**src/rtl/result_unloader_if.sv**
```systemverilog
// Result word stream between result_unloader and its sink.
// The unloader drives the word, its index and last flag; the sink answers with m_ready.
interface result_unloader_if #(
    parameter int WORD_SIZE = 16
);
    logic                 m_valid;
    logic [WORD_SIZE-1:0] m_data;
    logic                 m_last;
    logic [3:0]           m_idx;
    logic                 m_ready;

    modport master (
        output m_valid,
        output m_data,
        output m_last,
        output m_idx,
        input  m_ready
    );

    modport slave (
        input  m_valid,
        input  m_data,
        input  m_last,
        input  m_idx,
        output m_ready
    );
endinterface

```
**src/rtl/result_unloader.sv**
```systemverilog
// Result unloader: waits for the core to go idle, reads the result RAM two words
// at a time through the top-level read ports and streams the words out in order.
//
// state     | meaning
// ----------+------------------------------------------------------------
// IDLE      | waiting for a start request
// WAIT_CORE | start seen, waiting for the core busy flag to drop
// READ      | read addresses for pair k presented, ref mode requested
// CAP       | RAM data for pair k valid, captured into A/B at the edge
// SEND0     | word A (index 2k) offered on the stream
// SEND1     | word B (index 2k+1) offered, last flag on the final pair
// DONE      | one-cycle completion pulse

`ifndef WORD_SIZE
`define WORD_SIZE 16
`endif
`ifndef RAM_ADDR_SIZE
`define RAM_ADDR_SIZE 8
`endif
`ifndef RAM_G
`define RAM_G 16
`endif

module result_unloader #(
    parameter int WORD_SIZE     = `WORD_SIZE,
    parameter int RAM_ADDR_SIZE = `RAM_ADDR_SIZE,
    parameter int START_ADDR    = `RAM_G,
    // Must be even, at least 2 and at most 16 (m_idx is four bits wide).
    parameter int NUM_WORDS     = 12
) (
    input  logic                     clk,
    input  logic                     rst,
    input  logic                     start,
    input  logic                     is_busy,
    input  logic [WORD_SIZE-1:0]     outdata1,
    input  logic [WORD_SIZE-1:0]     outdata2,
    output logic                     o_ref_mode,
    output logic [RAM_ADDR_SIZE-1:0] o_raddr1,
    output logic [RAM_ADDR_SIZE-1:0] o_raddr2,
    result_unloader_if.master        m_stream,
    output logic                     o_busy,
    output logic                     o_done,
    output logic                     o_err
);

    typedef enum logic [2:0] {
        IDLE      = 3'd0,
        WAIT_CORE = 3'd1,
        READ      = 3'd2,
        CAP       = 3'd3,
        SEND0     = 3'd4,
        SEND1     = 3'd5,
        DONE      = 3'd6
    } state_t;

    localparam int                     PAIRS  = NUM_WORDS / 2;
    localparam logic [2:0]             LAST_K = 3'(PAIRS - 1);
    localparam logic [RAM_ADDR_SIZE-1:0] BASE = RAM_ADDR_SIZE'(START_ADDR);
    // Address arithmetic is deliberately width-truncated so reads wrap around the RAM.
    localparam logic [RAM_ADDR_SIZE-1:0] ONE  = RAM_ADDR_SIZE'(1);
    localparam logic [RAM_ADDR_SIZE-1:0] TWO  = RAM_ADDR_SIZE'(2);

    state_t                   state;
    state_t                   state_nxt;
    logic [2:0]               k;
    logic [RAM_ADDR_SIZE-1:0] raddr1_q;
    logic [RAM_ADDR_SIZE-1:0] raddr2_q;
    logic [WORD_SIZE-1:0]     word_a;
    logic [WORD_SIZE-1:0]     word_b;
    logic                     err_q;
    logic                     last_pair;

    assign last_pair = (k == LAST_K);

    // State register; reset wins over any start in the same cycle.
    always_ff @(posedge clk) begin
        if (rst) begin
            state <= IDLE;
        end else begin
            state <= state_nxt;
        end
    end

    // Next-state decode; a busy core during the read aborts back to IDLE.
    always_comb begin
        state_nxt = state;
        case (state)
            IDLE: begin
                if (start) begin
                    state_nxt = WAIT_CORE;
                end
            end
            WAIT_CORE: begin
                if (!is_busy) begin
                    state_nxt = READ;
                end
            end
            READ: begin
                state_nxt = is_busy ? IDLE : CAP;
            end
            CAP: begin
                state_nxt = is_busy ? IDLE : SEND0;
            end
            SEND0: begin
                if (m_stream.m_ready) begin
                    state_nxt = SEND1;
                end
            end
            SEND1: begin
                if (m_stream.m_ready) begin
                    state_nxt = last_pair ? DONE : READ;
                end
            end
            DONE: begin
                state_nxt = IDLE;
            end
            default: begin
                state_nxt = IDLE;
            end
        endcase
    end

    // Pair counter, registered read addresses, captured words and sticky error flag.
    always_ff @(posedge clk) begin
        if (rst) begin
            k        <= 3'd0;
            raddr1_q <= '0;
            raddr2_q <= '0;
            word_a   <= '0;
            word_b   <= '0;
            err_q    <= 1'b0;
        end else begin
            case (state)
                IDLE: begin
                    if (start) begin
                        k        <= 3'd0;
                        raddr1_q <= BASE;
                        raddr2_q <= BASE + ONE;
                        err_q    <= 1'b0;
                    end
                end
                READ: begin
                    if (is_busy) begin
                        err_q <= 1'b1;
                    end
                end
                CAP: begin
                    if (is_busy) begin
                        err_q <= 1'b1;
                    end else begin
                        word_a <= outdata1;
                        word_b <= outdata2;
                    end
                end
                SEND1: begin
                    if (m_stream.m_ready && !last_pair) begin
                        k        <= k + 3'd1;
                        raddr1_q <= raddr1_q + TWO;
                        raddr2_q <= raddr2_q + TWO;
                    end
                end
                default: begin
                end
            endcase
        end
    end

    // Outputs are decoded from the registered state so they are quiet after reset.
    always_comb begin
        o_ref_mode       = 1'b0;
        o_raddr1         = '0;
        o_raddr2         = '0;
        m_stream.m_valid = 1'b0;
        m_stream.m_data  = '0;
        m_stream.m_last  = 1'b0;
        m_stream.m_idx   = 4'd0;
        o_busy           = (state != IDLE);
        o_done           = 1'b0;
        o_err            = err_q;
        case (state)
            READ, CAP: begin
                o_ref_mode = 1'b1;
                o_raddr1   = raddr1_q;
                o_raddr2   = raddr2_q;
            end
            SEND0: begin
                m_stream.m_valid = 1'b1;
                m_stream.m_data  = word_a;
                m_stream.m_idx   = {k, 1'b0};
            end
            SEND1: begin
                m_stream.m_valid = 1'b1;
                m_stream.m_data  = word_b;
                m_stream.m_idx   = {k, 1'b1};
                m_stream.m_last  = last_pair;
            end
            DONE: begin
                o_done = 1'b1;
            end
            default: begin
            end
        endcase
    end

endmodule

```
**src/flat_wrapper.sv**
```systemverilog
// flat-port wrapper written by rule: the top's interface ports become plain ports
module result_unloader_flat 
#(
    parameter int WORD_SIZE     = `WORD_SIZE,
    parameter int RAM_ADDR_SIZE = `RAM_ADDR_SIZE,
    parameter int START_ADDR    = `RAM_G,
                                                                         
    parameter int NUM_WORDS     = 12
)
  (clk, rst, start, is_busy, outdata1, outdata2, o_ref_mode, o_raddr1, o_raddr2, o_busy, o_done, o_err, m_stream_m_valid, m_stream_m_data, m_stream_m_last, m_stream_m_idx, m_stream_m_ready);
  result_unloader_if #(.WORD_SIZE(WORD_SIZE)) m_stream_i ();
  input  logic clk;
  input  logic rst;
  input  logic start;
  input  logic is_busy;
  input  logic [WORD_SIZE-1:0] outdata1;
  input  logic [WORD_SIZE-1:0] outdata2;
  output logic o_ref_mode;
  output logic [RAM_ADDR_SIZE-1:0] o_raddr1;
  output logic [RAM_ADDR_SIZE-1:0] o_raddr2;
  output logic o_busy;
  output logic o_done;
  output logic o_err;
  output wire logic [$bits(m_stream_i.m_valid)-1:0] m_stream_m_valid;
  output wire logic [$bits(m_stream_i.m_data)-1:0] m_stream_m_data;
  output wire logic [$bits(m_stream_i.m_last)-1:0] m_stream_m_last;
  output wire logic [$bits(m_stream_i.m_idx)-1:0] m_stream_m_idx;
  input wire logic [$bits(m_stream_i.m_ready)-1:0] m_stream_m_ready;
  assign m_stream_m_valid = m_stream_i.m_valid;
  assign m_stream_m_data = m_stream_i.m_data;
  assign m_stream_m_last = m_stream_i.m_last;
  assign m_stream_m_idx = m_stream_i.m_idx;
  assign m_stream_i.m_ready = m_stream_m_ready;
  result_unloader #(.WORD_SIZE(WORD_SIZE), .RAM_ADDR_SIZE(RAM_ADDR_SIZE), .START_ADDR(START_ADDR), .NUM_WORDS(NUM_WORDS)) u_core (.clk(clk), .rst(rst), .start(start), .is_busy(is_busy), .outdata1(outdata1), .outdata2(outdata2), .o_ref_mode(o_ref_mode), .o_raddr1(o_raddr1), .o_raddr2(o_raddr2), .m_stream(m_stream_i), .o_busy(o_busy), .o_done(o_done), .o_err(o_err));
endmodule
```
**config.mk**
```make
export PLATFORM = sky130hd
export DESIGN_NAME = result_unloader_flat
export DESIGN_NICKNAME = d
export VERILOG_FILES = /design/src/rtl/result_unloader_if.sv /design/src/rtl/result_unloader.sv /design/src/flat_wrapper.sv
export SDC_FILE = /design/constraint.sdc
export NUM_CORES = 1
export LEC_CHECK = 0
export CAP_MARGIN = 10
export CORE_AREA = 5 5 69 102
export DETAILED_ROUTE_END_ITERATION = 8
export DIE_AREA = 0 0 74 107
export PLACE_DENSITY = 0.84
export SKIP_LAST_GASP = 1
export SLEW_MARGIN = 20
export SYNTH_ARGS = -nofsm -noshare
export SYNTH_HDL_FRONTEND = slang
export SYNTH_SLANG_ARGS = --single-unit
export TNS_END_PERCENT = 10
```
**constraint.sdc**
```tcl
create_clock -name clk -period 2.3 [get_ports clk]
set_clock_uncertainty 0.2 [all_clocks]
set_input_delay 0.69 -clock clk [delete_from_list [all_inputs] [get_ports clk]]
set_output_delay 0.69 -clock clk [all_outputs]
set_load 0.005 [all_outputs]
```
After elaboration in Yosys (flattened, before gate mapping) --
Cells that the tools add are included.
Operators by class: add/subtract/negate cells 3, reduce and logical (&&, ||, !) cells 12, bitwise gates (word level) 1, mux-type cells 28, equal/unequal tests 13
Operators by type and width (number):
- 8-bit 2-to-1 mux | 6
- 16-bit case mux with 2 select lines | 1
- 8-bit case mux with 2 select lines | 2
- 3-bit 2-to-1 mux | 8
- 3-bit case mux with 6 select lines | 1
- 8-bit by 2-bit adder with 8-bit output (second input constant) | 2
- 3-bit == test (second input constant) | 4
- 2-bit inequality test (second input constant) | 4
- 4-bit case mux with 2 select lines | 1
- 3-bit by 2-bit == test with 1-bit output (second input constant) | 2
- 1-bit 2-to-1 mux | 6
- 3-bit case mux with 2 select lines | 1
- 3-bit AND reduction | 2
- 2-bit by 1-bit inequality test with 1-bit output (second input constant) | 2
- 4-bit AND reduction | 1
- 2-bit nonzero test | 2
- 2-bit OR reduction | 2
- 3-bit by 1-bit adder with 3-bit output (second input constant) | 1
- 3-bit by 1-bit == test with 1-bit output (second input constant) | 1
- 3-bit logical NOT | 1
- 3-bit nonzero test | 1
- 2-bit 2-to-1 mux | 1
- 1-bit case mux with 2 select lines | 1
- 2-bit AND reduction | 1
- other kinds (3) | 3
Word-level totals: word-level logic and storage cells 64, input port bits 37, register bits 55, output and inout bits 42

Longest topological paths before layout --
word-level depth 5, gate-level depth with buffers 6

Least setup slack after synthesis --
OpenSTA, ideal clock, no wires.
kind flip-flop to output port, start register u_core.state[1], end output port m_stream_m_data[0], cell stages (with the launch flop) 6, buffers on the path 3, data arrival time 1.196 ns, slack 0.214 ns, cells stage by stage dfxtp_1 > clkbuf_1 > nand2b_1 > buf_2 > buf_2 > nor2_1
Between the ends: word-level cells in the longest chain between the ends 2, elaborated cells between the ends (all ways) 3, classes of those cells eq/ne (2); mux (1)
RTL lines:
- start, declared | RTL line result_unloader.sv:63 | state_t state;
- start signal, assigned | RTL line result_unloader.sv:80 | state <= state_nxt;
- 3-bit == test | RTL line result_unloader.sv:180 | case (state)
- 16-bit case mux with 2 select lines * | RTL line result_unloader.sv:180
- end, declared | RTL line flat_wrapper.sv:25 | output wire logic [$bits(m_stream_i.m_data)-1:0] m_stream_m_data;
Every way passes the cells marked *; elsewhere a longest branch is shown, timed or not.

Final worst setup path --
start register u_core.state[1], end output port o_raddr1[1]
Between the ends: word-level cells in the longest chain between the ends 3, elaborated cells between the ends (all ways) 4, classes of those cells eq/ne (2); mux (1); reduce/logical (1)
RTL lines:
- 3-bit by 2-bit == test with 1-bit output | RTL line result_unloader.sv:180
- 2-bit OR reduction (no source line) *
- 8-bit 2-to-1 mux * | RTL line result_unloader.sv:180
- end, declared | RTL line flat_wrapper.sv:19 | output logic [RAM_ADDR_SIZE-1:0] o_raddr1;
Marks and branches as above.

==> reports/qor.yml <==
status: "complete, but fails checks"
violations: "negative setup slack"
seqCellArea_um2: 1090
antenna_found_initial: 0
drcViolationCount: 0
leakage_nw: 1.39
area_growth_pct: 39.8
grt_pass1_wl_mm: 10.9
rows: 35
synthFlopType: "dfxtp_1"
firstDrtPassIters: 4
synth.distinct_cells: 42
holdWs_ns: 0.256
rsz0062_at_grt: "true"
min-delay-start: "u_core.word_a[11]"
period_share: 1.10
clock_path_buffers: 2
syn_area_um2: 2710
drive_gt1_frac: 0.103
cp-end-kind: "output port"
relSlewSlack: 0.663
rr_startpoint: "u_core.state[2]"
fmax_mhz: 394
cts_sinks: 54
layout_common_cells: "nand2_1 (77), clkdlybuf4s50_1 (72), dfxtp_1 (51), a21oi_1 (35), mux2i_1 (24)"
overflow: 0
max_cap_violations: 0
setup_viol: 35
wl_per_cell_um: 13.8
cts.clk_slew.worst_paths_ns: 0.09
io_pins: 79
die_w_um: 74
hp-class: "reg -> reg"
ir_drop_v: 0.000466
layout_commonest_cell: "nand2_1"
crit_required_ns: 1.41
fp.dieH_um: 107
viasPerCell: 5.34
power_density_nw_per_um2: 451
insertedDiodeCount: 0
start_util: 0.445
final-hold-violation-count: 0
syn_area_per_cell_um2: 8.07
io_buffers: 77
final.setup.tns_ns: -6.60
postCtsHoldBufs: 0
drtIter0Drc: 82
wl_mm: 6.80
cts_htree_levels: 2
criticalPathCategory: "reg -> out"
tightest_slew_ns: 0.493
async_reset_ff_frac: 0
critPathMaxFanout: 8
min_period_ns: 2.54
synth_edf_count: 0
design.core.area_um2: 6090
root_buffer: "clkbuf_8"
nFillCells: 531
syn_inst: 336
dp_hpwl_mm: 5.09
cp.arrival_ns: 1.65
yosysSeqAreaShare: 0.399
first_global_vias: 2511
grt_usage: 0.170
startpoint: "u_core.state[1]"
multi_input_area_um2: 1510
via_count: 2634
yosys_warnings: 0
worst_slack_ns: -0.238
die_area_um2: 7920
ys_seq_elements: 54
synthesis.nets: 377
grt_max_degree: 34
nets: 460
finalMaxSlewViolations: 0
ant_nets: 0
cts_tree: "done"
clk_latency_ns: 0.30
startpoint_type: "flop"
gp_congestion: 0.844
cts_buffers: 5
stage by stage:
| step | total power (W) | instances | instance area (um^2) | setup slack (ns) | util |
|---|---|---|---|---|---|
| after floorplan | 0.00110 | 336 | 2710 | 0.214 | - |
| after global placement | 0.00122 | 485 | 3680 | -0.196 | 0.604 |
| after detailed placement | 0.00122 | 485 | 3680 | -0.266 | 0.604 |
| after CTS | 0.00172 | 493 | 3780 | -0.241 | 0.622 |
| after global routing | 0.00177 | 493 | 3790 | -0.325 | 0.622 |
| final | 0.00171 | 493 | 3790 | -0.238 | 0.622 |
power breakdown:
part           internal [W]  switching [W]
Combinational      0.000138      0.0000995
Clock              0.000205       0.000297
Sequential         0.000950      0.0000183
Total               0.00129       0.000415
cell families (layout without fill, tap and decap cells):
logic type	count (synthesis)	after routing	synth area share
AO/OA/AOI/OAI	69	69	0.172
flip-flops	54	54	0.399
buffers and inverters	33	116	0.0522
AND/OR/NAND/NOR	149	149	0.261
adder cells (fa/ha/maj)	4	4	0.0185
XOR/XNOR	1	1	0.00323
other	1	1	0.00138
multiplexers	25	25	0.0928
worst paths after layout:
kind	endpoint	slack (ns)	cells after the start
max	o_raddr1[1]	-0.24	4
max reg2reg	u_core.raddr1_q[4]	0.32	4
min	u_core.word_a[11]	0.26	2
min reg2reg	u_core.word_a[11]	0.26	2
cell type report:
type	instances	share of cell area
Clock buffer	5	0.0182
Multi-Input combinational cell	249	0.398
Sequential cell	54	0.287
Clock inverter	2	0.00264
Tap cell	74	0.0244
Timing Repair Buffer	102	0.263
Inverter	7	0.00694
critical path: stages, from the launching register on:
cell             delay (ns)
dfxtp_2                0.35
nor2b_2                0.18
buf_4                  0.17
and2_1                 0.12
clkdlybuf4s50_1        0.51
flip-flops by register name, summed over array words and instances (netlist names):
register and cells:
u_core.k 3, u_core.o_err 1, u_core.raddr1_q 7, u_core.raddr2_q 8, u_core.state 3, u_core.word_a 16, u_core.word_b 16
metal layers:
layer / vias to the layer above / track usage / part of all wire
met5: - / 0 / 0
met4: 0 / 0.0609 / 0.024
met3: 12 / 0.0469 / 0.068
met2: 89 / 0.295 / 0.51
met1: 1219 / 0.195 / 0.39
li1: 1314 / - / -
what timing repair did:
item	4_1_cts	5_1_grt
gates cloned	1	0
resized for setup	15	3
buffers inserted	0	0
endpoints found under the setup margin	40	41
synthesized netlist by cell type, types with 5 or more instances:
| library cell | instances | share of area |
|---|---|---|
| a21oi_1 | 35 | 0.065 |
| a31oi_1 | 8 | 0.018 |
| and2_1 | 18 | 0.042 |
| and3_1 | 5 | 0.012 |
| buf_2 | 11 | 0.020 |
| clkbuf_1 | 12 | 0.017 |
| dfxtp_1 | 54 | 0.40 |
| inv_1 | 7 | 0.0097 |
| mux2i_1 | 24 | 0.089 |
| nand2_1 | 77 | 0.11 |
| nand2b_1 | 5 | 0.012 |
| nand3_1 | 7 | 0.013 |
| nor2_1 | 20 | 0.028 |
| o211ai_1 | 9 | 0.025 |
Power figures use the tool's default switching activity.
==> RTL edit 1: new RTL, config.mk and constraints unchanged <==
Set the macro `RAM_ADDR_SIZE` to 4 (it was 8).
--- a/src/rtl/result_unloader.sv
+++ b/src/rtl/result_unloader.sv
@@ -15,7 +15,7 @@
 `define WORD_SIZE 16
 `endif
 `ifndef RAM_ADDR_SIZE
-`define RAM_ADDR_SIZE 8
+`define RAM_ADDR_SIZE 4
 `endif
 `ifndef RAM_G
 `define RAM_G 16
Interface: changed (resized o_raddr1 and o_raddr2); port bits go from 79 to 71. The function was not compared with the original's and may differ.
==> RTL edit 1 against the original RTL <==
  * The run still ends with negative setup slack left
  * Synthesized area fell by 18%
  * Sequential cell count down 8
  * Global-route usage fell by 2.6 points
  * Combinational power shrank 13%
  * Highest routed layer unchanged
  * Setup slack worse by 0.023 ns
  * Critical endpoint is now o_raddr1[3]
  * Critical path type unchanged
  * Power down 12%
  * Final area down 15%
  * Routed wire length fell by 18%
==> RTL edit 1: results (changes against the original RTL) <==
top cells by count, synth 69 x nand2_1, 46 x dfxtp_1, 35 x a21oi_1, 22 x nor2_1, 19 x mux2i_1; metal3 WL 287 um (-38%); setup bufs post-CTS 2 (+2); Synth Area in Compound Gates 14.3% (-2.9 points); GRT Total Usage 14.4% (-2.6 points); Post-Synth Adder-Cell Area 2.25% (+0.41 points); count of final setup violators 27 (-23%); placer congestion estimate 0.772 (-8.5%); Leakage Power 1.16 nW (-16%); DR iter-0 viols 91 (+11%); Psw 0.360 mW (-13%); failing checks negative setup slack; Yosys cell types 37 (-12%); first-pass GRT wire length 9070 um (-17%); status finished with violations; Synth Area in XOR/XNOR 0.789% (+0.47 points); Crit Path Max Fanout 5 (-3); post-synthesis mux area share 9.07% (-0.21 points); largest net degree at the start of global routing 33 (-2.9%); Clk power 0.484 mW (-4%); slack of the critical path -0.261 ns (-0.0227 ns); P_int 1.15 mW (-12%); CP max stage delay 0.49 ns (-0.02 ns); share of cells above drive strength 1 12.0% (+1.7 points); metal2 WL 3000 um (-14%); maximum VDD drop 0.000356 V (-24%); final net count 390 (-15%); Seq/Total Area, Yosys 41.5% (+1.6 points); Fillers 570 (+7.3%); WP data arrival 1.67 ns (+0.02 ns); top post-synthesis cells by area dfxtp_1 41%, nand2_1 12%, mux2i_1 8.6%, a21oi_1 7.9%, nor2_1 3.7%
==> RTL edit 1: area by class of cell <==
class | count | area share [%]
Clock buffer | 5 | 2.14
Inverter | 7 | 0.817
Sequential cell | 46 | 28.7
Timing Repair Buffer | 87 | 27.5
Multi-Input combinational cell | 202 | 37.3
Clock inverter | 3 | 0.661
Tap cell | 74 | 2.88
==> RTL edit 1: routing by layer <==
metal,up-vias,global-route usage [%]
met5,-,0
met4,0,5.57
met3,9,2.72
met2,53,26.2
met1,969,15.9
li1,1059,-
==> RTL edit 1: worst paths after layout <==
kind         slack [ns]  depth (start not counted)            endpoint               start
max reg2reg        0.51                          4  u_core.raddr1_q[1]     u_core.state[2]
min reg2reg        0.25                          2  u_core.raddr2_q[0]  u_core.raddr2_q[0]
min                0.25                          2  u_core.raddr2_q[0]  u_core.raddr2_q[0]
max               -0.26                          5         o_raddr1[3]     u_core.state[2]
==> RTL edit 1: worst reg2reg max path, cell delays in order (launching register included) <==
cell	delay, ns
dfxtp_2	0.35
buf_4	0.15
or4b_4	0.57
a2bb2oi_2	0.27
o22ai_1	0.13
==> RTL edit 1: kinds of logic (layout without fill, tap and decap cells) <==
group,Yosys count,in the layout
AND/OR/NAND/NOR,124,124
AO/OA/AOI/OAI,51,51
flip-flops,46,46
buffers and inverters,30,102
multiplexers,20,20
adder cells (fa/ha/maj),4,4
XOR/XNOR,2,2
other,1,1
==> RTL edit 1: per-stage QoR <==
step	instances	hold WS, ns	TNS, ns	cell area (um2)
final	424	0.255	-5.36	3220
after global routing	424	0.276	-7.11	3220
after CTS	424	0.257	-5.89	3210
after detailed placement	413	0.244	-0.698	3070
after global placement	413	0.231	-0.457	3070
after floorplan	278	0.221	0	2220
==> RTL edit 2: new RTL, config.mk and constraints unchanged <==
Made on the original files. Re-encode `state_t` (7 states) as Gray code, 3 bits wide.
--- a/src/rtl/result_unloader.sv
+++ b/src/rtl/result_unloader.sv
@@ -44,13 +44,13 @@
 );
 
     typedef enum logic [2:0] {
-        IDLE      = 3'd0,
-        WAIT_CORE = 3'd1,
-        READ      = 3'd2,
-        CAP       = 3'd3,
-        SEND0     = 3'd4,
-        SEND1     = 3'd5,
-        DONE      = 3'd6
+        IDLE      = 3'b000,
+        WAIT_CORE = 3'b001,
+        READ      = 3'b011,
+        CAP       = 3'b010,
+        SEND0     = 3'b110,
+        SEND1     = 3'b111,
+        DONE      = 3'b101
     } state_t;
 
     localparam int                     PAIRS  = NUM_WORDS / 2;
Function: same outputs for any inputs over 10 cycles, from zero or initial values and one cycle with rst high; not proved beyond that.
==> RTL edit 2 against the original RTL <==
  * Setup slack got worse by 0.013 ns
  * Sequential cell count did not move
  * Core utilization rose by 0.43 points
  * Final area rose by 0.69%
  * Synthesized area fell by 3.2%
  * Routed wire length rose by 4.1%
  * Hold slack improved by 0.0018 ns
  * Non-clock buffer count rose by 6
  * Register-to-register slack improved by 0.11 ns
  * Power rose by 1.7%
  * Sequential share of layout area fell by 0.16 points
  * The run still ends with negative setup slack left
==> RTL edit 2: results (changes against the original RTL) <==
status finished with violations; failing checks negative setup slack; count of final setup violators 32 (-8.6%); metal2 WL 3670 um (+4.9%); Syn Inst Count 332 (-1.2%); dpl cell area 0.00367 mm2 (-0.31%); first-pass GRT wire length 11500 um (+5.3%); placed insts 488 (+0.62%); top post-synthesis cells by area dfxtp_1 41%, nand2_1 10%, mux2i_1 8.8%, a21oi_1 7.8%, and2_1 3.8%; slack of the critical path -0.251 ns (-0.0135 ns); Routed WL 7080 um (+4.1%); Comb pwr share 13.6% (-0.3 points); R2R depth 6 (+2); Leakage Power 1.43 nW (+2.9%); Hold EP u_core.word_b[0]; reg2reg end u_core.raddr2_q[5]; placer congestion estimate 0.859 (+1.8%); wire per inst 14.2 um (+3.1%); top cells by count, synth 72 x nand2_1, 54 x dfxtp_1, 41 x a21oi_1, 24 x nor2_1, 23 x mux2i_1; final net count 464 (+0.87%); share of cells above drive strength 1 13.0% (+2.7 points); min-delay src u_core.word_b[0]; Yosys cell types 34 (-19%); crit path to o_raddr2[2]; maximum VDD drop 0.000307 V (-34%); net count after synthesis 373 (-1.1%); Reg power frac 55.6% (-1.1 points); metal3 WL 587 um (+27%); Sw Share 25.1% (+0.80 points); M1 wire length 2620 um (-2.1%)
## RTL edit 2: worst max-delay path, cell delays in order, from the launching register on
cell and delay [ns]:
dfxtp_4 0.38, nor2b_4 0.22, buf_6 0.15, and2_1 0.12, clkdlybuf4s50_1 0.49
## RTL edit 2: cells by family (layout without fill, tap and decap cells)
| logic type | count (synthesis) | count (layout) | share of synthesized area (%) |
|---|---|---|---|
| flip-flops | 54 | 54 | 41.2 |
| multiplexers | 26 | 26 | 10.1 |
| other | 1 | 1 | 0.143 |
| AO/OA/AOI/OAI | 57 | 57 | 12.1 |
| buffers and inverters | 30 | 122 | 4.96 |
| adder cells (fa/ha/maj) | 4 | 4 | 1.91 |
| AND/OR/NAND/NOR | 160 | 160 | 29.6 |
## RTL edit 2: stage by stage
step	worst slack [ns]	hold WS, ns	TNS, ns	utilization (%)	power [mW]
3_3_place_gp	-0.0715	0.241	-0.561	60.2	1.22
6_report	-0.251	0.258	-6.14	62.7	1.74
2_1_floorplan	0.158	0.232	0	-	1.08
5_1_grt	-0.315	0.276	-8.51	62.7	1.82
3_5_place_dp	-0.144	0.246	-1.26	60.2	1.22
4_1_cts	-0.243	0.260	-6.87	62.4	1.74
## RTL edit 2: area by class of cell
| class | count | area share [%] |
|---|---|---|
| clock buffers | 5 | 1.80 |
| clock inverters | 3 | 0.492 |
| inverters | 6 | 0.590 |
| multi-input cells | 248 | 37.8 |
| flip-flops and latches | 54 | 28.5 |
| well taps | 74 | 2.43 |
| repair buffers | 108 | 28.3 |
## RTL edit 2: layer usage
| layer | up-vias | GRT usage [%] |
|---|---|---|
| met5 | - | 0 |
| met4 | 0 | 8.29 |
| met3 | 18 | 4.69 |
| met2 | 119 | 31.8 |
| met1 | 1179 | 19.9 |
| li1 | 1316 | - |
